==> src/rtl/apb_master_bridge_if.sv <==
// Request/response channel plus APB bus bundle for apb_master_bridge.
// Modport master is the bridge view; modport slave is the requester/peripheral view.
interface apb_master_bridge_if #(
  parameter int unsigned APB_ADDR_WIDTH = 12
);
  logic                      req_valid_i;
  logic                      req_ready_o;
  logic [APB_ADDR_WIDTH-1:0] req_addr_i;
  logic [31:0]               req_wdata_i;
  logic                      req_write_i;
  logic                      rsp_valid_o;
  logic                      rsp_ready_i;
  logic [31:0]               rsp_rdata_o;
  logic                      rsp_err_o;
  logic [APB_ADDR_WIDTH-1:0] PADDR;
  logic [31:0]               PWDATA;
  logic                      PWRITE;
  logic                      PSEL;
  logic                      PENABLE;
  logic [31:0]               PRDATA;
  logic                      PREADY;
  logic                      PSLVERR;

  modport master (
    input  req_valid_i, req_addr_i, req_wdata_i, req_write_i, rsp_ready_i,
    input  PRDATA, PREADY, PSLVERR,
    output req_ready_o, rsp_valid_o, rsp_rdata_o, rsp_err_o,
    output PADDR, PWDATA, PWRITE, PSEL, PENABLE
  );

  modport slave (
    output req_valid_i, req_addr_i, req_wdata_i, req_write_i, rsp_ready_i,
    output PRDATA, PREADY, PSLVERR,
    input  req_ready_o, rsp_valid_o, rsp_rdata_o, rsp_err_o,
    input  PADDR, PWDATA, PWRITE, PSEL, PENABLE
  );
endinterface

==> src/rtl/apb_master_bridge.sv <==
// Single-outstanding valid/ready to APB initiator; all outputs registered.
// Optional ACCESS wait-state timeout enabled by defining APB_MASTER_TIMEOUT_EN.
module apb_master_bridge #(
  parameter int unsigned APB_ADDR_WIDTH = 12,
  parameter int unsigned TIMEOUT_CYCLES = 255
) (
  input logic            HCLK,
  input logic            HRESETn,
  apb_master_bridge_if.master bus
);

  typedef enum logic [1:0] {IDLE, SETUP, ACCESS, RESP} state_e;

  if (TIMEOUT_CYCLES < 1 || TIMEOUT_CYCLES > 65535) begin : g_bad_timeout
    $error("apb_master_bridge: TIMEOUT_CYCLES out of range 1..65535");
  end

  state_e                    state_q;
  logic                      req_ready_q;
  logic                      rsp_valid_q;
  logic                      rsp_err_q;
  logic [31:0]               rsp_rdata_q;
  logic [APB_ADDR_WIDTH-1:0] paddr_q;
  logic [31:0]               pwdata_q;
  logic                      pwrite_q;
  logic                      psel_q;
  logic                      penable_q;
`ifdef APB_MASTER_TIMEOUT_EN
  logic [15:0]               wait_cnt_q;
`endif

  // SETUP launches the APB setup phase; ACCESS first raises PENABLE, then waits on PREADY.
  always_ff @(posedge HCLK) begin
    if (!HRESETn) begin
      state_q     <= IDLE;
      req_ready_q <= 1'b1;
      rsp_valid_q <= 1'b0;
      rsp_err_q   <= 1'b0;
      rsp_rdata_q <= '0;
      paddr_q     <= '0;
      pwdata_q    <= '0;
      pwrite_q    <= 1'b0;
      psel_q      <= 1'b0;
      penable_q   <= 1'b0;
`ifdef APB_MASTER_TIMEOUT_EN
      wait_cnt_q  <= '0;
`endif
    end else begin
      case (state_q)
        IDLE: begin
          if (bus.req_valid_i && req_ready_q) begin
            paddr_q     <= bus.req_addr_i & ~APB_ADDR_WIDTH'(3);
            pwdata_q    <= bus.req_wdata_i;
            pwrite_q    <= bus.req_write_i;
            req_ready_q <= 1'b0;
            state_q     <= SETUP;
          end
        end
        SETUP: begin
          psel_q     <= 1'b1;
          state_q    <= ACCESS;
`ifdef APB_MASTER_TIMEOUT_EN
          wait_cnt_q <= '0;
`endif
        end
        ACCESS: begin
          if (!penable_q) begin
            penable_q <= 1'b1;
          end else if (bus.PREADY) begin
            rsp_rdata_q <= (!pwrite_q && !bus.PSLVERR) ? bus.PRDATA : 32'h0;
            rsp_err_q   <= bus.PSLVERR;
            psel_q      <= 1'b0;
            penable_q   <= 1'b0;
            rsp_valid_q <= 1'b1;
            state_q     <= RESP;
          end
`ifdef APB_MASTER_TIMEOUT_EN
          // Limit reached in this wait cycle: abort with error, PREADY=1 above wins.
          else if (wait_cnt_q == 16'(TIMEOUT_CYCLES - 1)) begin
            rsp_rdata_q <= 32'h0;
            rsp_err_q   <= 1'b1;
            psel_q      <= 1'b0;
            penable_q   <= 1'b0;
            rsp_valid_q <= 1'b1;
            wait_cnt_q  <= '0;
            state_q     <= RESP;
          end else begin
            wait_cnt_q <= wait_cnt_q + 16'd1;
          end
`endif
        end
        RESP: begin
          if (rsp_valid_q && bus.rsp_ready_i) begin
            rsp_valid_q <= 1'b0;
            req_ready_q <= 1'b1;
            state_q     <= IDLE;
          end
        end
        default: state_q <= IDLE;
      endcase
    end
  end

  assign bus.req_ready_o = req_ready_q;
  assign bus.rsp_valid_o = rsp_valid_q;
  assign bus.rsp_err_o   = rsp_err_q;
  assign bus.rsp_rdata_o = rsp_rdata_q;
  assign bus.PADDR       = paddr_q;
  assign bus.PWDATA      = pwdata_q;
  assign bus.PWRITE      = pwrite_q;
  assign bus.PSEL        = psel_q;
  assign bus.PENABLE     = penable_q;

endmodule

==> src/flat_wrapper.sv <==
// flat-port wrapper written by rule: the top's interface ports become plain ports
module apb_master_bridge_flat 
#(
  parameter int unsigned APB_ADDR_WIDTH = 12,
  parameter int unsigned TIMEOUT_CYCLES = 255
)
  (HCLK, HRESETn, bus_req_valid_i, bus_req_addr_i, bus_req_wdata_i, bus_req_write_i, bus_rsp_ready_i, bus_PRDATA, bus_PREADY, bus_PSLVERR, bus_req_ready_o, bus_rsp_valid_o, bus_rsp_rdata_o, bus_rsp_err_o, bus_PADDR, bus_PWDATA, bus_PWRITE, bus_PSEL, bus_PENABLE);
  apb_master_bridge_if #(.APB_ADDR_WIDTH(APB_ADDR_WIDTH)) bus_i ();
  input logic HCLK;
  input logic HRESETn;
  input wire logic [$bits(bus_i.req_valid_i)-1:0] bus_req_valid_i;
  input wire logic [$bits(bus_i.req_addr_i)-1:0] bus_req_addr_i;
  input wire logic [$bits(bus_i.req_wdata_i)-1:0] bus_req_wdata_i;
  input wire logic [$bits(bus_i.req_write_i)-1:0] bus_req_write_i;
  input wire logic [$bits(bus_i.rsp_ready_i)-1:0] bus_rsp_ready_i;
  input wire logic [$bits(bus_i.PRDATA)-1:0] bus_PRDATA;
  input wire logic [$bits(bus_i.PREADY)-1:0] bus_PREADY;
  input wire logic [$bits(bus_i.PSLVERR)-1:0] bus_PSLVERR;
  output wire logic [$bits(bus_i.req_ready_o)-1:0] bus_req_ready_o;
  output wire logic [$bits(bus_i.rsp_valid_o)-1:0] bus_rsp_valid_o;
  output wire logic [$bits(bus_i.rsp_rdata_o)-1:0] bus_rsp_rdata_o;
  output wire logic [$bits(bus_i.rsp_err_o)-1:0] bus_rsp_err_o;
  output wire logic [$bits(bus_i.PADDR)-1:0] bus_PADDR;
  output wire logic [$bits(bus_i.PWDATA)-1:0] bus_PWDATA;
  output wire logic [$bits(bus_i.PWRITE)-1:0] bus_PWRITE;
  output wire logic [$bits(bus_i.PSEL)-1:0] bus_PSEL;
  output wire logic [$bits(bus_i.PENABLE)-1:0] bus_PENABLE;
  assign bus_i.req_valid_i = bus_req_valid_i;
  assign bus_i.req_addr_i = bus_req_addr_i;
  assign bus_i.req_wdata_i = bus_req_wdata_i;
  assign bus_i.req_write_i = bus_req_write_i;
  assign bus_i.rsp_ready_i = bus_rsp_ready_i;
  assign bus_i.PRDATA = bus_PRDATA;
  assign bus_i.PREADY = bus_PREADY;
  assign bus_i.PSLVERR = bus_PSLVERR;
  assign bus_req_ready_o = bus_i.req_ready_o;
  assign bus_rsp_valid_o = bus_i.rsp_valid_o;
  assign bus_rsp_rdata_o = bus_i.rsp_rdata_o;
  assign bus_rsp_err_o = bus_i.rsp_err_o;
  assign bus_PADDR = bus_i.PADDR;
  assign bus_PWDATA = bus_i.PWDATA;
  assign bus_PWRITE = bus_i.PWRITE;
  assign bus_PSEL = bus_i.PSEL;
  assign bus_PENABLE = bus_i.PENABLE;
  apb_master_bridge #(.APB_ADDR_WIDTH(APB_ADDR_WIDTH), .TIMEOUT_CYCLES(TIMEOUT_CYCLES)) u_core (.HCLK(HCLK), .HRESETn(HRESETn), .bus(bus_i));
endmodule
==> config.mk <==
export PLATFORM = sky130hd
export DESIGN_NAME = apb_master_bridge_flat
export DESIGN_NICKNAME = d
export VERILOG_FILES = /design/src/rtl/apb_master_bridge_if.sv /design/src/rtl/apb_master_bridge.sv /design/src/flat_wrapper.sv
export SDC_FILE = /design/constraint.sdc
export NUM_CORES = 1
export LEC_CHECK = 0
export ABC_CLOCK_PERIOD_IN_PS = 1980
export CORE_MARGIN = 4
export CORE_UTILIZATION = 40
export CTS_BUF_LIST = sky130_fd_sc_hd__clkbuf_2 sky130_fd_sc_hd__clkbuf_4 sky130_fd_sc_hd__clkbuf_8
export DETAILED_ROUTE_END_ITERATION = 10
export GPL_TIMING_DRIVEN = 0
export PLACE_DENSITY = 0.79
export SLEW_MARGIN = 10
export SYNTH_ARGS = -nofsm -noshare
export SYNTH_HDL_FRONTEND = slang
export SYNTH_SLANG_ARGS = --single-unit
==> constraint.sdc <==
create_clock -name HCLK -period 1.98 [get_ports HCLK]
set_input_delay 0.198 -clock HCLK [delete_from_list [all_inputs] [get_ports HCLK]]
set_output_delay 0.198 -clock HCLK [all_outputs]
set_load 0.005 [all_outputs]
After elaboration in Yosys (flattened, before gate mapping)
Index checks and enable logic that the tools add are counted. Widths: inputs -> output; s select.

Input bits: 83. Output and inout port bits: 82. Register bits: 82.

Mux-type cells: 18. Reductions and logical operators: 15. Equal/unequal tests: 7.

Operators with widths (count): $mux 32 (1); $mux 1 (9); $reduce_and 3->1 (3); $mux 2 (4); $pmux 2 s4 (1); $reduce_and 4->1 (2); $ne 2x1->1 const B (3); $pmux 1 s2 (3); $reduce_bool 2->1 (3); $eq 2x2->1 const B (2); $logic_and 1x1->1 (3); $eq 2x1->1 const B (1); $logic_not 1->1 (2); $logic_not 2->1 (1); $ne 2x2->1 const B (1); $reduce_and 2->1 (1).

Logic depth before layout (Yosys ltp)
Gate-level depths: netlist of run 1.

Depth after elaboration: 3. Gate-level depth with buffers: 7.

Worst setup path before layout of run 1
OpenSTA, ideal clock, no wires.

Path kind: reg2reg. Start point: register u_core.state_q[0]. End point: register u_core.rsp_rdata_q[10], in the netlist u_core.bus.rsp_rdata_o[10]. Buffers on the path: 2. Period minus slack after synthesis: 1.586 ns. Cell stages (with the launch flop): 8. Path slack: 0.394 ns. Arrival: 1.469 ns. Data required time: 1.863 ns. Path through: dfxtp_1 > inv_1 > ha_1 > nand3_2 > and2_2 > buf_2 > buf_6 > a22o_2.

Word-level cells in the longest chain between the ends: 2.

RTL lines: start, declared (line apb_master_bridge.sv:18) `state_e state_q;`; start signal, assigned (line apb_master_bridge.sv:35) `state_q <= IDLE;`; start signal, assigned (line apb_master_bridge.sv:56) `state_q <= SETUP;`; start signal, assigned (line apb_master_bridge.sv:61) `state_q <= ACCESS;`; $eq 2x2->1 (line apb_master_bridge.sv:49) `case (state_q)`; $reduce_and 3->1 (no line); end signal, assigned (line apb_master_bridge.sv:70) `rsp_rdata_q <= (!pwrite_q && !bus.PSLVERR) ? bus.PRDATA : 32'h0;`; end, declared (line apb_master_bridge.sv:22) `logic [31:0] rsp_rdata_q;`.

No other way between the ends. A chain may end at the register's enable or synchronous reset.

Worst setup path in the final report of run 1
Start point: register u_core.state_q[0]. End point: register u_core.rsp_rdata_q[0], in the netlist u_core.bus.rsp_rdata_o[0].

The elaborated chain is that of the path after synthesis.

==> results of run 1 <==
power by group:
group / total (mW) / internal, mW / switching, mW
logic: 1.19 / 0.671 / 0.520
clock network: 1.45 / 0.857 / 0.597
registers: 1.95 / 1.83 / 0.117
total: 4.60 / 3.36 / 1.23
synth_stat cells (all sizes together):
cell	count
nand2	93
dfxtp	82
a21boi	44
a22o	32
buf	13
clkbuf	10
ha	6
a21oi	3
inv	3
mux2i	3
o21a	3
nand3	2
o21ai	2
a21bo	1
a222oi	1
and2	1
and2b	1
and3	1
conb	1
mux2	1
nor2b	1
nor4b	1
o21ba	1
cell type report:
cell class,instances,area (um^2)
clock buffers,10,131
fillers,575,2300
clock inverters,6,114
multi-input cells,199,1260
inverters,3,11.3
flip-flops and latches,82,1640
well taps,99,124
plain buffers,22,146
repair buffers,160,1600
per-layer routing:
layer / vias to the layer above / track usage (%) / routed length, um
met5: - / 0 / 0
met4: 0 / 6.28 / 133
met3: 11 / 8.13 / 1020
met2: 124 / 30.3 / 3730
met1: 1178 / 20.3 / 3490
li1: 1373 / - / -
worst min-delay path by stage:
stage,from,to,slack (ns),depth (start not counted)
after floorplan,bus_PRDATA[14],u_core.bus.rsp_rdata_o[14]$_SDFFE_PN0P_,0.33,1
after global placement,u_core.bus.PWDATA[3]$_SDFFE_PN0P_,u_core.bus.PWDATA[3]$_SDFFE_PN0P_,0.45,2
after detailed placement,u_core.bus.PWDATA[26]$_SDFFE_PN0P_,u_core.bus.PWDATA[26]$_SDFFE_PN0P_,0.46,2
after CTS,bus_req_wdata_i[3],u_core.bus.PWDATA[3]$_SDFFE_PN0P_,0.39,3
after global routing,bus_req_wdata_i[9],u_core.bus.PWDATA[9]$_SDFFE_PN0P_,0.41,3
final,bus_req_wdata_i[3],u_core.bus.PWDATA[3]$_SDFFE_PN0P_,0.41,3
critical path, stage by stage (launching register included):
cell and delay (ns):
dfxtp_1 0.35, inv_1 0.13, ha_1 0.27, nand3_2 0.17
nor4b_4 0.46, buf_6 0.20, a22o_2 0.15
metrics by stage:
stage | setup WS (ns) | util (%) | std cells | instance area [um^2] | hold slack (ns)
floorplan | 0.394 | - | 307 | 3060 | 0.331
global placement | 0.190 | 65.3 | 566 | 4790 | 0.449
detailed placement | 0.134 | 65.3 | 566 | 4790 | 0.456
CTS | 0.108 | 68.6 | 582 | 5030 | 0.392
global route | 0.0272 | 68.7 | 581 | 5030 | 0.408
finish | 0.188 | 68.7 | 581 | 5030 | 0.408
cells by family after synthesis:
family / count (synthesis)
buffers and inverters: 26
flip-flops: 82
AND/OR/NAND/NOR: 100
multiplexers: 4
other: 1
AO/OA/AOI/OAI: 87
adder cells (fa/ha/maj): 6
state kept, by name (all words and copies together), names as in the netlist:
| register | flops |
|---|---|
| u_core.bus.PENABLE | 1 |
| u_core.bus.PSEL | 1 |
| u_core.bus.PWDATA | 32 |
| u_core.bus.rsp_valid_o | 1 |
| u_core.bus.PWRITE | 1 |
| u_core.bus.PADDR | 10 |
| u_core.bus.rsp_err_o | 1 |
| u_core.bus.req_ready_o | 1 |
| u_core.bus.rsp_rdata_o | 32 |
| u_core.state_q | 2 |
==> impl_metrics.tcl, run 1 <==
set metrics [dict create \
    die_area_mm2 0.00911 \
    antenna-diode-count 0 \
    yosysUniqueCellTypes 27 \
    syn_to_final_growth_pct 64.6 \
    worstPathArrival_ns 2.07 \
    io_pins 165 \
    ys_warn_count 0 \
    synth_top_area_share_pct 53.7 \
    fmax_mhz 558 \
    cts_tree "yes" \
    synth_compound_area_share_pct 23.7 \
    fp.dieH_um 95.4 \
    synth_top_family_by_area "compound AO/OA/AOI/OAI gates" \
    final_nets 566 \
    grt_max_degree 15 \
    yosys.area_share.simple_pct 13.6 \
    clock_sinks 82 \
    ant_nets 0 \
    gp_congestion 0.704 \
    startpoint_type "flip-flop" \
    r2r_cells 6 \
    final_common_cell "clkdlybuf4s50_1" \
    grt_overflow 0 \
    clk_latency_ns 0.33 \
    cts_inserted_buffers 9 \
    viasPerCell 4.62 \
    ys_seq_area_share_pct 53.7 \
    rsz0062_at_grt "false" \
    post-dp-hpwl_mm 6.42 \
    num_vias 2686 \
    core.rowCount 31 \
    worstMarginPinSlew_ns 0.514 \
    synth_mux_area_share_pct 1.35 \
    worst_setup_path_end_kind "flip-flop" \
    max-slew-margin-rel_pct 65.7 \
    cp_max_fo 10 \
    ys_ff_latch 82 \
    ir_worst_vdd_uv 463 \
    grt_first_pass_wirelength_mm 12.8 \
    synth.avg_cell_area_um2 9.99 \
    antenna_found_initial 0 \
    clkTransAtPathRegs_ns 0.09 \
    cts_hold_buf 0 \
    cp.required_ns 2.26 \
    fin_crit_sh_pct 90.5 \
    grt_pass1_vias 2758 \
    crit_path_start "u_core.state_q[0]$_SDFFE_PN0P_" \
    port_buffers 160 \
    cts.path.max_buffers 2 \
    finalMaxSlewViolations 0 \
    final.min_clock_period_ns 1.79 \
    maxCapViolations 0 \
    status "finished, final reports clean" \
    drtPass1Iterations 6 \
    first_iter_violations 74 \
    htreeDepth 3 \
    synth_area_mm2 0.00306 \
    fin_total_pwr_mw 4.60 \
    die_x_um 95.4 \
    cts_resized 0 \
    r2r-start "u_core.state_q[0]$_SDFFE_PN0P_" \
    grt_use_total_pct 18.0 \
    synth.largest_area_cell "dfxtp_1" \
    min_path_type "input port to flip-flop" \
    drt-wirelength-per-cell_um 14.4 \
    syn-instance-count 306 \
    drive_gt1_share_pct 14.1 \
    critPathKind "flip-flop to flip-flop" \
    synth_xor_area_share_pct 0 \
    finalClockSkew_ns 0.00694 \
    core_area_mm2 0.00733 \
    yosys.area_share.adder_pct 2.45 \
    post-cts-setup-buffer-count 0 \
    rrSetupSlack_ns 0.19 \
    power.density_mw_per_mm2 913 \
    layout_common_cells "clkdlybuf4s50_1, nand2_1, dfxtp_1, a21boi_0, a22o_2" \
    finalWirelength_mm 8.37 \
    r2r_end "u_core.bus.rsp_rdata_o[0]$_SDFFE_PN0P_" \
    initial_core_util_pct 41.7 \
    setup_viol 0 \
    hold_viol_final 0 \
    ys_top_cells_by_area "dfxtp_1, nand2_1, a21boi_0" \
    p_leak_nw 1.90 \
    crit_end "u_core.bus.rsp_rdata_o[0]$_SDFFE_PN0P_" \
    fin_tns_setup_ns 0 \
    drc_errors 0 \
    clockRootBuffer "clkbuf_8" \
]
Note: power is estimated with default switching activity, not from simulation.
==> run 2, diff against run 1 <==
--- a/config.mk
+++ b/config.mk
@@ -6,10 +6,12 @@
 export NUM_CORES = 1
 export LEC_CHECK = 0
 export ABC_CLOCK_PERIOD_IN_PS = 1980
+export CAP_MARGIN = 10
 export CORE_MARGIN = 4
 export CORE_UTILIZATION = 40
 export CTS_BUF_LIST = sky130_fd_sc_hd__clkbuf_2 sky130_fd_sc_hd__clkbuf_4 sky130_fd_sc_hd__clkbuf_8
 export DETAILED_ROUTE_END_ITERATION = 10
+export GPL_ROUTABILITY_DRIVEN = 0
 export GPL_TIMING_DRIVEN = 0
 export PLACE_DENSITY = 0.79
 export SLEW_MARGIN = 10
==> results of run 2 <==
Same layout as run 1: the final DEF is identical, and so are final timing and power.
